===== src/rtl/weight_loader.sv =====
// Weight-staging block for the systolic MMU: buffers SIZE x SIZE tiles in a FIFO and
// shifts the head tile row-by-row (optionally transposed) into the array, then swaps.
module weight_loader #(
  parameter int SIZE   = 4,
  parameter int DATA_W = 8,
  parameter int DEPTH  = 4
) (
  input  logic                                   clk,
  input  logic                                   rst_n,
  input  logic [SIZE-1:0][SIZE-1:0][DATA_W-1:0]  tile_in,
  input  logic                                   tile_push,
  output logic                                   tile_push_rdy,
  output logic [$clog2(DEPTH+1)-1:0]             tile_count,
  input  logic                                   ld_start,
  input  logic                                   ld_transpose,
  output logic                                   ld_rdy,
  output logic                                   ld_done,
  input  logic                                   arr_busy,
  output logic [SIZE-1:0][DATA_W-1:0]            arr_weight_out,
  output logic                                   arr_ld_weight,
  output logic                                   arr_swap_weights
);
  localparam int CW = $clog2(DEPTH+1);
  localparam int PW = (DEPTH > 1) ? $clog2(DEPTH) : 1;
  localparam int RW = $clog2(SIZE);

  typedef logic [SIZE-1:0][SIZE-1:0][DATA_W-1:0] tile_t;
  typedef logic [SIZE-1:0][DATA_W-1:0]           row_t;
  typedef enum logic [1:0] {IDLE, SHIFT, WAIT_SWAP} state_t;

  // Shift order is last row first, so row 0 lands in array row 0.
  function automatic row_t sel_row(tile_t t, logic [RW-1:0] r, logic tr);
    row_t row;
    int   ri;
    ri = SIZE - 1 - int'(r);
    for (int c = 0; c < SIZE; c++) row[c] = tr ? t[c][ri] : t[ri][c];
    return row;
  endfunction

  function automatic logic [PW-1:0] next_ptr(logic [PW-1:0] p);
    return (p == PW'(DEPTH-1)) ? '0 : p + 1'b1;
  endfunction

  tile_t           mem_q [DEPTH];
  tile_t           mem_d [DEPTH];
  logic [PW-1:0]   wr_ptr_q, wr_ptr_d, rd_ptr_q, rd_ptr_d;
  logic [CW-1:0]   count_q, count_d;
  state_t          state_q, state_d;
  logic [RW-1:0]   row_q, row_d;
  logic            trans_q, trans_d;
  row_t            wout_q, wout_d;
  logic            ldw_q, ldw_d;
  logic            push_acc, ld_acc, last_row;

  assign tile_push_rdy  = (count_q < CW'(DEPTH));
  assign tile_count     = count_q;
  assign push_acc       = tile_push && tile_push_rdy;
  assign ld_acc         = ld_start && ld_rdy;
  assign last_row       = (state_q == SHIFT) && (row_q == RW'(SIZE-1));
  assign arr_weight_out = wout_q;
  assign arr_ld_weight  = ldw_q;

  always_comb begin
    mem_d    = mem_q;
    wr_ptr_d = wr_ptr_q;
    rd_ptr_d = rd_ptr_q;
    count_d  = count_q;
    if (push_acc) begin
      mem_d[wr_ptr_q] = tile_in;
      wr_ptr_d        = next_ptr(wr_ptr_q);
    end
    if (last_row) rd_ptr_d = next_ptr(rd_ptr_q);
    case ({push_acc, last_row})
      2'b10:   count_d = count_q + 1'b1;
      2'b01:   count_d = count_q - 1'b1;
      default: count_d = count_q;
    endcase
  end

  // Next state
  always_comb begin
    state_d = state_q;
    case (state_q)
      IDLE:      if (ld_acc) state_d = SHIFT;
      SHIFT:     if (last_row) state_d = WAIT_SWAP;
      WAIT_SWAP: if (!arr_busy) state_d = IDLE;
      default:   state_d = IDLE;
    endcase
  end

  // Registered shift outputs: the row for cycle r is prepared on the edge before it.
  always_comb begin
    row_d   = row_q;
    trans_d = trans_q;
    wout_d  = '0;
    ldw_d   = 1'b0;
    if (state_q == IDLE && ld_acc) begin
      row_d   = '0;
      trans_d = ld_transpose;
      wout_d  = sel_row(mem_q[rd_ptr_q], '0, ld_transpose);
      ldw_d   = 1'b1;
    end else if (state_q == SHIFT && !last_row) begin
      row_d  = row_q + 1'b1;
      wout_d = sel_row(mem_q[rd_ptr_q], row_q + 1'b1, trans_q);
      ldw_d  = 1'b1;
    end
  end

  // Outputs
  always_comb begin
    ld_rdy           = (state_q == IDLE) && (count_q != '0);
    arr_swap_weights = (state_q == WAIT_SWAP) && !arr_busy;
    ld_done          = arr_swap_weights;
  end

  always_ff @(posedge clk) begin
    mem_q <= mem_d;
  end

  always_ff @(posedge clk or negedge rst_n) begin
    if (!rst_n) begin
      wr_ptr_q <= '0;
      rd_ptr_q <= '0;
      count_q  <= '0;
      state_q  <= IDLE;
      row_q    <= '0;
      trans_q  <= 1'b0;
      wout_q   <= '0;
      ldw_q    <= 1'b0;
    end else begin
      wr_ptr_q <= wr_ptr_d;
      rd_ptr_q <= rd_ptr_d;
      count_q  <= count_d;
      state_q  <= state_d;
      row_q    <= row_d;
      trans_q  <= trans_d;
      wout_q   <= wout_d;
      ldw_q    <= ldw_d;
    end
  end
endmodule


===== config.mk =====
export PLATFORM = sky130hd
export DESIGN_NAME = weight_loader
export DESIGN_NICKNAME = d
export VERILOG_FILES = /design/src/rtl/weight_loader.sv
export SDC_FILE = /design/constraint.sdc
export NUM_CORES = 1
export LEC_CHECK = 0
export CORE_ASPECT_RATIO = 1.2
export CORE_MARGIN = 1.5
export CORE_UTILIZATION = 30
export CTS_CLUSTER_DIAMETER = 60
export DETAILED_ROUTE_END_ITERATION = 8
export PLACE_DENSITY = 0.48
export SYNTH_ARGS = -nofsm -noshare
export SYNTH_HDL_FRONTEND = slang
export SYNTH_SLANG_ARGS = --single-unit

===== constraint.sdc =====
create_clock -name clk -period 9.5 [get_ports clk]
set_clock_uncertainty 0.15 [all_clocks]
set_input_delay 0.95 -clock clk [delete_from_list [all_inputs] [get_ports clk]]
set_output_delay 0.95 -clock clk [all_outputs]
set_load 0.02 [all_outputs]

### After elaboration in Yosys (flattened, before gate mapping)

Index checks and enable logic that the tools add are counted.

| operators by class | value |
|---|---|
| add/subtract/negate cells | 6 |
| magnitude comparators | 5 |
| multiplexer cells | 41 |
| reduce and logical (&&, ||, !) cells | 15 |
| eq/ne operators | 10 |
| bitwise operators | 2 |

Operator list:

| kind | count |
|---|---|
| $bwmux W512 | 1 |
| $mux W128 | 3 |
| $bmux W128 S2 | 1 |
| $demux W128 S2 | 1 |
| $mux W32 | 4 |
| $mux W8 | 15 |
| $bmux W32 S2 | 1 |
| $bmux W8 S2 | 4 |
| $mux W2 | 7 |
| $eq A2 B2 Y1 const B | 5 |
| $logic_and A1 B1 Y1 | 8 |
| $add A2 B1 Y2 const B | 3 |
| $ge A3 B3 Y1 const B | 2 |
| $ne A2 B2 Y1 const B | 3 |
| $not A2 Y3 | 2 |
| $pmux W2 S3 | 1 |
| $pmux W3 S2 | 1 |
| $eq A2 B1 Y1 const B | 2 |
| $lt A3 B4 Y1 const B | 1 |
| $reduce_bool A2 Y1 | 2 |
| $add A3 B1 Y3 const B | 1 |
| $lt A3 B1 Y1 const B | 1 |
| $lt A3 B3 Y1 const B | 1 |
| $reduce_and A3 Y1 | 1 |
| other kinds (6) | 8 |

| word-level totals | value |
|---|---|
| output and inout port bits | 40 |
| logic and storage cells | 154 |
| input bits | 134 |
| bits in registers | 557 |

### Depth between registers and ports, before layout

Gate-level depths: netlist (run 1).

| logic depth | value |
|---|---|
| depth after elaboration | 10 |
| mapped depth | 9 |
| depth with buffers taken out | 9 |

### Worst setup path after synthesis (run 1)

Ideal clock, no wire load.

| timing path | value |
|---|---|
| path kind | input to register |
| from | input tile_push |
| to | register mem_q[0] (netlist name) (enable) |
| setup slack | 4616 ps |
| path buffers | 0 |
| setup time | 502 ps |
| data required time | 8848 ps |
| cell stages on the path | 2 |
| arrival | 4232 ps |
| cell sequence | nor2b_1 -> and2_1 |

| on the way | value |
|---|---|
| longest elaborated chain between the ends | 1 |

RTL lines:

| what | line | RTL |
|---|---|---|
| from (decl) | 11 | `input logic tile_push,` |
| $logic_and A1 B1 Y1 | 57 | `assign push_acc = tile_push && tile_push_rdy;` |
| to (signal assigned) | 117 | `mem_q <= mem_d;` |
| to (decl) | 44 | `tile_t mem_q [DEPTH];` |

No other way between the ends.
A chain may end at the register's enable or synchronous reset.

### Worst setup path after layout (run 1)

| timing path | value |
|---|---|
| from | input tile_push |
| to | register mem_q[14] (netlist name) (enable) |

Same word-level chain as after synthesis.

==> flow_metrics.env, run 1 <==
export IMPL_grt_pass1_vias=12800
export IMPL_routedWlPerCell_microns=27.0
export IMPL_cts_tree="done"
export IMPL_async_reset_ff_share_pct=8.08
export IMPL_drtIter0Drc=1290
export IMPL_synth_edf_count=512
export IMPL_p_leak_nw=9.01
export IMPL_clk_latency_ns=0.61
export IMPL_layout_common_cells="512 x edfxtp_1, 171 x clkdlybuf4s50_1, 98 x mux4_2, 83 x mux2i_1, 61 x clkbuf_16"
export IMPL_hold_class="in -> async"
export IMPL_final_hold_viol_count=0
export IMPL_ant_nets=0
export IMPL_totalWireLength_mm=66.4
export IMPL_area_growth_pct=21.0
export IMPL_rows=110
export IMPL_cts_buffers=58
export IMPL_cp_common_cell="buf_4"
export IMPL_clk_pin_slew_ns=0.06
export IMPL_cts_root_buf="clkbuf_16"
export IMPL_synth_seq_area_share_pct=72.5
export IMPL_initial_core_util_pct=30.4
export IMPL_cp_max_fo=53
export IMPL_critPathKind="in -> reg"
export IMPL_cp_slowest_cell="buf_4"
export IMPL_ff_latch_area_sq_um=16500
export IMPL_rsz0062_at_grt="false"
export IMPL_dp_hpwl_mm=43.7
export IMPL_route_vias_total=12300
export IMPL_yosysUniqueCellTypes=58
export IMPL_multiInputGateArea_sq_um=5780
export IMPL_ctsHoldBuffers=0
export IMPL_max_cap_viol_count=0
export IMPL_grt_pass1_wl_mm=94.2
export IMPL_grt_antenna_before_repair=4
export IMPL_ys_seq_elements=557
export IMPL_max_stage_delay_ns=0.79
export IMPL_die_y_microns=305
export IMPL_syn_area_per_cell_sq_um=18.8
export IMPL_yosysTopAreaCellShare_pct=67.5
export IMPL_drt_pass1_iter_count=5
export IMPL_r2r_slack_ns=5.77
export IMPL_drv_slew=0
export IMPL_min_period_over_period_pct=42.8
export IMPL_vdd_drop_max_v=0.000164
export IMPL_post_route_util_pct=36.7
export IMPL_clock_sinks=557
export IMPL_grt_total_usage_pct=17.1
export IMPL_netlist_instances=1213
export IMPL_layout_commonest_cell="edfxtp_1"
export IMPL_fill_cells=6964
export IMPL_ys_flop_type="edfxtp_1"
export IMPL_worstSetupStartpointType="input port"
export IMPL_powerDensity_nw_per_um2=321
export IMPL_drive_above_1_share_pct=19.8
export IMPL_cts_resized=0
export IMPL_drc=0
export IMPL_critPathArrivalTime_ns=4.15
export IMPL_synth_nets=1355
export IMPL_yosysWarnings=0
export IMPL_path_cells="clkdlybuf4s50_1 -> nor2b_1 -> and2_4 -> buf_4 -> buf_4"
export IMPL_grt_overflow=0
export IMPL_yosysTopAreaCell="edfxtp_1"
export IMPL_reg2reg_to="arr_weight_out[22]$_DFF_PN0_"
export IMPL_post_cts_setup_buffers=0
export IMPL_io_buffers=173
export IMPL_core_sq_um=75000
export IMPL_place_gp_congestion=0.812
export IMPL_required_ns=9.58
export IMPL_ys_top_cells_by_area="edfxtp_1 68%, mux4_2 9.7%, dfrtp_1 4.9%, mux2i_1 3.6%, mux2_2 1.9%"
export IMPL_ff2ff_path_depth=6
export IMPL_worst_pin_slew_ns=0.930
export IMPL_critPathCaptureType="register"
export IMPL_vias_per_cell=5.03
export IMPL_max_freq_ghz=0.246
export IMPL_period_minus_slack_ns=4.07
export IMPL_worstReg2RegStart="rd_ptr_q[1]$_DFFE_PN0N_"
export IMPL_cts_htree_levels=2
export IMPL_netlist_area_sq_um=22800
export IMPL_finalSetupTns_ns=0
export IMPL_die_w_microns=254
export IMPL_run_status="finished, final reports clean"
export IMPL_diodes=0
export IMPL_clock_path_buffers=3
export IMPL_slew_headroom_pct=36.4
export IMPL_setup_violations=0
export IMPL_num_io_pins=174
export IMPL_final_nets=1540
export IMPL_fp_dieArea_sq_um=77600
export IMPL_grt_start_max_net_pins=105
==> Yosys cell counts (2+ instances only) <==
master,n
xnor2_1,2
o21ai_0,37
edfxtp_1,512
o22ai_1,20
o2bb2ai_1,3
ha_1,7
and2_1,5
dfrtp_1,45
a22oi_1,21
nor3_1,7
a22o_1,31
o221ai_1,20
a32oi_1,9
o211ai_1,14
buf_6,8
nand3_1,10
nand2_1,56
buf_4,9
a221o_1,3
mux2i_1,83
a211oi_1,3
mux4_2,98
nor2_1,24
a221oi_1,6
a221oi_2,7
inv_1,10
buf_2,35
or3_1,2
nor2b_1,3
o21ai_1,11
a21oi_1,16
and3_1,2
clkbuf_1,22
nand3b_1,3
buf_8,2
mux2_2,38
nand2b_1,8
==> kinds of logic (layout without fill, tap and decap cells) <==
kind of cell	Yosys count	count (layout)	share of synthesized area, %
xor gates and xnor gates	3	3	0.115
muxes	219	219	15.2
AOI/OAI and AO/OA	207	207	6.68
DFF	557	557	72.5
buffers and inverters	89	323	2.24
adders and majority gates	8	8	0.473
and+or+nand+nor	130	130	2.80
==> critical path, delay by kind of cell <==
kind                   cells  cell delay (ns)
AND/OR/NAND/NOR            2             1.22
buffers and inverters      3             1.87
==> where the power goes <==
part           leakage [nW]  switching (W)  internal (W)
Clock                 0.966       0.000960       0.00139
Combinational          2.83        0.00198       0.00121
Sequential             5.22       0.000190       0.00310
Total                  9.01        0.00313       0.00570
==> how the worst max path moves through the flow <==
stage,from,endpoint,cells after the start
final,tile_push,mem_q[14]$_DFFE_PP_,5
after detailed placement,tile_push,mem_q[159]$_DFFE_PP_,5
after global placement,tile_push,mem_q[235]$_DFFE_PP_,5
after global routing,tile_push,mem_q[153]$_DFFE_PP_,5
after floorplan,tile_push,mem_q[0]$_DFFE_PP_,2
after CTS,tile_push,mem_q[211]$_DFFE_PP_,5
==> metal layers <==
layer,vias up,GRT usage (%),share of wire (%)
met3,83,2.74,5.2
met4,0,4.60,2.4
met5,-,0,0
li1,5371,-,-
met1,6484,22.3,41
met2,411,29.5,51
==> cell type report <==
cell class,count,share of cell area [%]
inverters,11,0.150
clock buffers,71,5.68
repair buffers,203,7.11
multi-input cells,567,21.0
flip-flops and latches,557,59.9
well taps,1008,4.58
clock inverters,38,1.54
==> through the flow <==
step | hold slack [ns] | instances | instance area, sq um | setup WS (ns) | total power (W)
floorplan | 0.322 | 1213 | 22800 | 4.62 | 0.00533
global placement | 0.339 | 2346 | 25600 | 4.68 | 0.00654
detailed placement | 0.362 | 2346 | 25600 | 4.63 | 0.00657
CTS | 0.345 | 2455 | 27500 | 5.28 | 0.00893
global route | 0.357 | 2455 | 27500 | 5.18 | 0.00919
finish | 0.329 | 2455 | 27500 | 5.43 | 0.00883
==> sequential cells by signal (all words and copies together), names as in the netlist <==
name	cells
rd_ptr_q	2
row_q	2
state_q	2
trans_q	1
tile_count	3
mem_q	512
wr_ptr_q	2
arr_ld_weight	1
arr_weight_out	32
Note: power is estimated with default switching activity, not from simulation.
==> run 2: changes to the inputs <==
Clock period 9.5 ns to 3.8 ns, I/O delays scaled along.
==> flow_metrics.env, run 2 (synthesis results as in run 1) <==
export IMPL_rows=110
export IMPL_critPathLaunch="rd_ptr_q[0]$_DFFE_PN0N_"
export IMPL_fp_dieArea_sq_um=77600
export IMPL_hold_class="in -> reg"
export IMPL_ctsHoldBuffers=1
export IMPL_drive_above_1_share_pct=20.7
export IMPL_routedWlPerCell_microns=27.6
export IMPL_grt_pass1_vias=13000
export IMPL_worstSetupStartpointType="register"
export IMPL_drt_pass1_iter_count=6
export IMPL_period_minus_slack_ns=3.09
export IMPL_clock_path_buffers=3
export IMPL_ff_latch_area_sq_um=16500
export IMPL_initial_core_util_pct=30.4
export IMPL_clockPowerShare_pct=25.4
export IMPL_dp_hpwl_mm=47.8
export IMPL_p_sw_w=0.00793
export IMPL_crit_path_end="arr_weight_out[22]$_DFF_PN0_"
export IMPL_grt_total_usage_pct=17.9
export IMPL_grt_pass1_wl_mm=97.9
export IMPL_fill_cells=6942
export IMPL_grt_overflow=0
export IMPL_final_hold_viol_count=0
export IMPL_max_cap_viol_count=0
export IMPL_place_gp_congestion=0.853
export IMPL_num_io_pins=174
export IMPL_swShare_pct=35.7
export IMPL_core_sq_um=75000
export IMPL_critPathTopFamily="flip-flops"
export IMPL_drc=0
export IMPL_route_vias_total=12500
export IMPL_cts_htree_levels=2
export IMPL_setup_violations=0
export IMPL_max_stage_delay_ns=0.95
export IMPL_p_int_w=0.0143
export IMPL_critPathCaptureType="register"
export IMPL_ant_nets=0
export IMPL_p_comb_share_pct=36.9
export IMPL_worst_path_stages=5
export IMPL_critPathKind="reg -> reg"
export IMPL_critPathArrivalTime_ns=3.37
export IMPL_cts_root_buf="clkbuf_16"
export IMPL_cts_resized=0
export IMPL_worst_pin_slew_ns=1.18
export IMPL_worstReg2RegStart="rd_ptr_q[0]$_DFFE_PN0N_"
export IMPL_vias_per_cell=5.05
export IMPL_multiInputGateArea_sq_um=5780
export IMPL_clk_pin_slew_ns=0.06
export IMPL_clock_sinks=557
export IMPL_drv_slew=0
export IMPL_clk_latency_ns=0.62
export IMPL_rsz0062_at_grt="false"
export IMPL_die_y_microns=305
export IMPL_cp_slowest_cell="dfrtp_4"
export IMPL_cp_max_fo=39
export IMPL_layout_common_cells="512 x edfxtp_1, 171 x clkdlybuf4s50_1, 98 x mux4_2, 83 x mux2i_1, 61 x clkbuf_16"
export IMPL_final_nets=1569
export IMPL_r2r_slack_ns=0.71
export IMPL_ff2ff_path_depth=5
export IMPL_slew_headroom_pct=21.3
export IMPL_run_status="finished, final reports clean"
export IMPL_drtIter0Drc=1176
export IMPL_cts_buffers=58
export IMPL_min_period_over_period_pct=81.2
export IMPL_powerDensity_nw_per_um2=797
export IMPL_layout_commonest_cell="edfxtp_1"
export IMPL_area_growth_pct=22.5
export IMPL_die_w_microns=254
export IMPL_finalSetupTns_ns=0
export IMPL_path_cells="buf_12 -> mux4_2 -> a22o_1 -> o21ai_0 -> o221ai_1"
export IMPL_largest_reg_flops=512
export IMPL_pre_cts_slack_ns=0.673
export IMPL_cts_tree="done"
export IMPL_max_freq_ghz=0.324
export IMPL_required_ns=4.08
export IMPL_hold_path_startpoint="tile_in[6]"
export IMPL_grt_antenna_before_repair=3
export IMPL_p_leak_nw=9.17
export IMPL_io_buffers=173
export IMPL_cp_buffers_inverters=1
export IMPL_p_seq_share_pct=37.7
export IMPL_vdd_drop_max_v=0.000332
export IMPL_totalWireLength_mm=68.6
export IMPL_reg2reg_to="arr_weight_out[22]$_DFF_PN0_"
export IMPL_regMostFlops="mem_q"
export IMPL_worst_slack_ns=0.714
export IMPL_post_cts_setup_buffers=0
export IMPL_grt_start_max_net_pins=50
run 2: per-layer routing:
layer  vias to the layer above  wire (microns)  track usage, %  share of wire, %
met4                         4            2280            5.97               3.3
met3                       106            4070            3.06               5.9
li1                       5436               -               -                 -
met2                       445           33500            29.4                49
met1                      6547           28700            23.8                42
met5                         -              27               0             0.039
run 2: stage by stage:
| step | util [%] | power [W] | std cells | area, sq um | hold WS [ns] |
|---|---|---|---|---|---|
| 6_report | 37.2 | 0.0222 | 2484 | 27900 | 0.246 |
| 4_1_cts | 37.2 | 0.0225 | 2483 | 27900 | 0.209 |
| 2_1_floorplan | - | 0.0133 | 1213 | 22800 | -0.0656 |
| 5_1_grt | 37.2 | 0.0231 | 2483 | 27900 | 0.234 |
| 3_3_place_gp | 34.6 | 0.0167 | 2374 | 26000 | 0.335 |
| 3_5_place_dp | 34.6 | 0.0168 | 2374 | 26000 | 0.342 |
run 2: area by class of cell:
cell class,count,area share (%)
Sequential cell,557,59.2
Multi-Input combinational cell,567,20.7
Timing Repair Buffer,232,8.62
Clock buffer,83,5.98
Tap cell,1008,4.52
Clock inverter,25,0.812
Inverter,11,0.148
Antenna cell,1,0.00897
run 2: power by group through the flow:
stage / clock (W) / sequential (W) / combinational (W)
2_1_floorplan: 0 / 0.00830 / 0.00498
6_report: 0.00564 / 0.00837 / 0.00821
4_1_cts: 0.00579 / 0.00839 / 0.00829
3_3_place_gp: 0 / 0.00850 / 0.00824
5_1_grt: 0.00600 / 0.00847 / 0.00867
3_5_place_dp: 0 / 0.00851 / 0.00827
run 2: worst min path at each step:
stage                                   end  slack, ns  cells past startpoint
floorplan           arr_ld_weight$_DFF_PN0_      -0.07                      0
global placement       row_q[1]$_DFFE_PN0P_       0.34                      2
detailed placement     row_q[1]$_DFFE_PN0P_       0.34                      2
CTS                    mem_q[262]$_DFFE_PP_       0.21                      1
global route           mem_q[302]$_DFFE_PP_       0.23                      1
finish                 mem_q[262]$_DFFE_PP_       0.25                      1
==> RTL edit: new RTL, flow settings as in run 2 <==
The 3 states of `state_t` get a one-hot encoding in 3 bits.
--- a/src/rtl/weight_loader.sv
+++ b/src/rtl/weight_loader.sv
@@ -28,3 +28,3 @@
   typedef logic [SIZE-1:0][DATA_W-1:0]           row_t;
-  typedef enum logic [1:0] {IDLE, SHIFT, WAIT_SWAP} state_t;
+  typedef enum logic [2:0] {IDLE = 3'b001, SHIFT = 3'b010, WAIT_SWAP = 3'b100} state_t;
 
Formal check against the unedited RTL: no difference found for any inputs over 4 cycles, from zero or initial values and one cycle with rst_n low; so few cycles prove little.
==> RTL edit against run 2 <==
- global-route usage is 0.48 points lower
- critical endpoint is now ld_rdy
- sequential cell count up 1
- largest cell class unchanged
- design area increased by 0.47%
- first-iteration DRC count down 26%
- wire length down 2.1%
- power shrank 14%
- synthesized area up 0.25%
- worst setup slack improved by 0.17 ns
- largest power group unchanged
==> RTL edit: results (changes against run 2) <==
* Synth Net Count at 1363 (was 1355)
* Run status: complete, no violations (unchanged)
* Cell at the slowest stage of the critical path: nor3_1 (was dfrtp_4)
* Register area share after synthesis at 72.4% (was 72.5%)
* Avg Vias per Cell at 5.05 (about the same)
* Cell variety after synth at 56 (was 58)
* CP Max Fanout at 4 (was 39)
* Placed cell area at 26000 µm² (about the same)
* Vias in the first global route at 13100 (was 13000)
* Post-Place Cells at 2378 (was 2374)
* Post-synth ARST share at 8.24% (was 8.08%)
* Avg Cell Area, Syn at 18.7 µm² (was 18.8 µm²)
* Worst hold start: tile_in[45] (was tile_in[6])
* Inserted Diodes at 0 (was 1)
* Switching pwr at 5.91 mW (was 7.93 mW)
* Adder-cell share of the synthesized area at 0.471% (was 0.473%)
* Crit path max-delay family: simple AND/OR/NAND/NOR gates (was flip-flops)
* Cts bufs inserted at 59 (was 58)
* Fillers at 7004 (was 6942)
* Drt wl/cell at 27.0 µm (was 27.6 µm)
* Compound-Gate Fraction of Synth Area at 6.75% (was 6.68%)
* First-pass GRT wire length at 96000 µm (was 97900 µm)
* Final Wtd Congestion at 0.813 (was 0.853)
* Worst R2R Start: rd_ptr_q[1]$_DFFE_PN0P_ (was rd_ptr_q[0]$_DFFE_PN0N_)
* Reg2reg setup slack at 0.91 ns (was 0.71 ns)
* Layout cells sized above 1 at 19.3% (was 20.7%)
* Initial antenna violation count at 1 (was 3)
* Synth Area in XOR/XNOR at 0.115% (about the same)
* DR pass1 iterations at 5 (was 6)
* Hold Slack at 0.252 ns (was 0.246 ns)
* Worst Path Arrival at 2.38 ns (was 3.37 ns)
* Power Combinational at 4.92 mW (was 8.21 mW)
* Post-DP HPWL at 47000 µm (was 47800 µm)
* Register share of total power at 43.1% (was 37.7%)
* Gr usage total at 17.4% (was 17.9%)
-- RTL edit: worst max path at each step --
stage                     depth (start not counted)                      endpoint  slack [ns]                 startpoint
after floorplan                                   2            mem_q[0]$_DFFE_PP_        0.80  tile_count[2]$_DFFE_PN0P_
after detailed placement                          6  arr_weight_out[17]$_DFF_PN0_        0.88    rd_ptr_q[1]$_DFFE_PN0P_
after CTS                                         3                        ld_rdy        0.84  tile_count[0]$_DFFE_PN0P_
after global placement                            6  arr_weight_out[20]$_DFF_PN0_        0.88    rd_ptr_q[1]$_DFFE_PN0P_
final                                             3                        ld_rdy        0.89  tile_count[0]$_DFFE_PN0P_
after global routing                              6  arr_weight_out[24]$_DFF_PN0_        0.78    rd_ptr_q[0]$_DFFE_PN0P_
-- RTL edit: per-layer routing --
metal  share of wire (%)  track usage [%]  up-vias
li1                    -                -     5449
met1                  41             22.5     6622
met2                  52             30.4      418
met3                 4.6             2.59       81
met4                 2.0             4.35        2
met5               0.012                0        -
-- RTL edit: stage by stage --
stage                     power (mW)  setup slack [ns]
after floorplan                 11.0             0.802
after global placement          13.3             0.881
after detailed placement        13.3             0.878
after CTS                       19.3             0.842
after global routing            19.8             0.776
final                           19.1             0.886
-- RTL edit: cell families (layout without fill, tap and decap cells) --
family	Yosys count	after routing
mux	223	223
fa+ha+maj	8	8
compound gates	219	219
xor+xnor	3	3
flops	558	558
simple gates	124	124
buf+inv	86	348
-- RTL edit: cell type report --
class / instances / share of cell area, %
clock inverters: 42 / 1.67
well taps: 1008 / 4.50
repair buffers: 227 / 8.40
inverters: 9 / 0.121
flip-flops and latches: 558 / 59.0
multi-input cells: 577 / 20.8
clock buffers: 70 / 5.52
-- RTL edit: what timing repair did --
item	4_1_cts	5_1_grt
hold buffers	1	0
resized for setup	0	0
buffers inserted	0	0
hold endpoints to repair	28	0
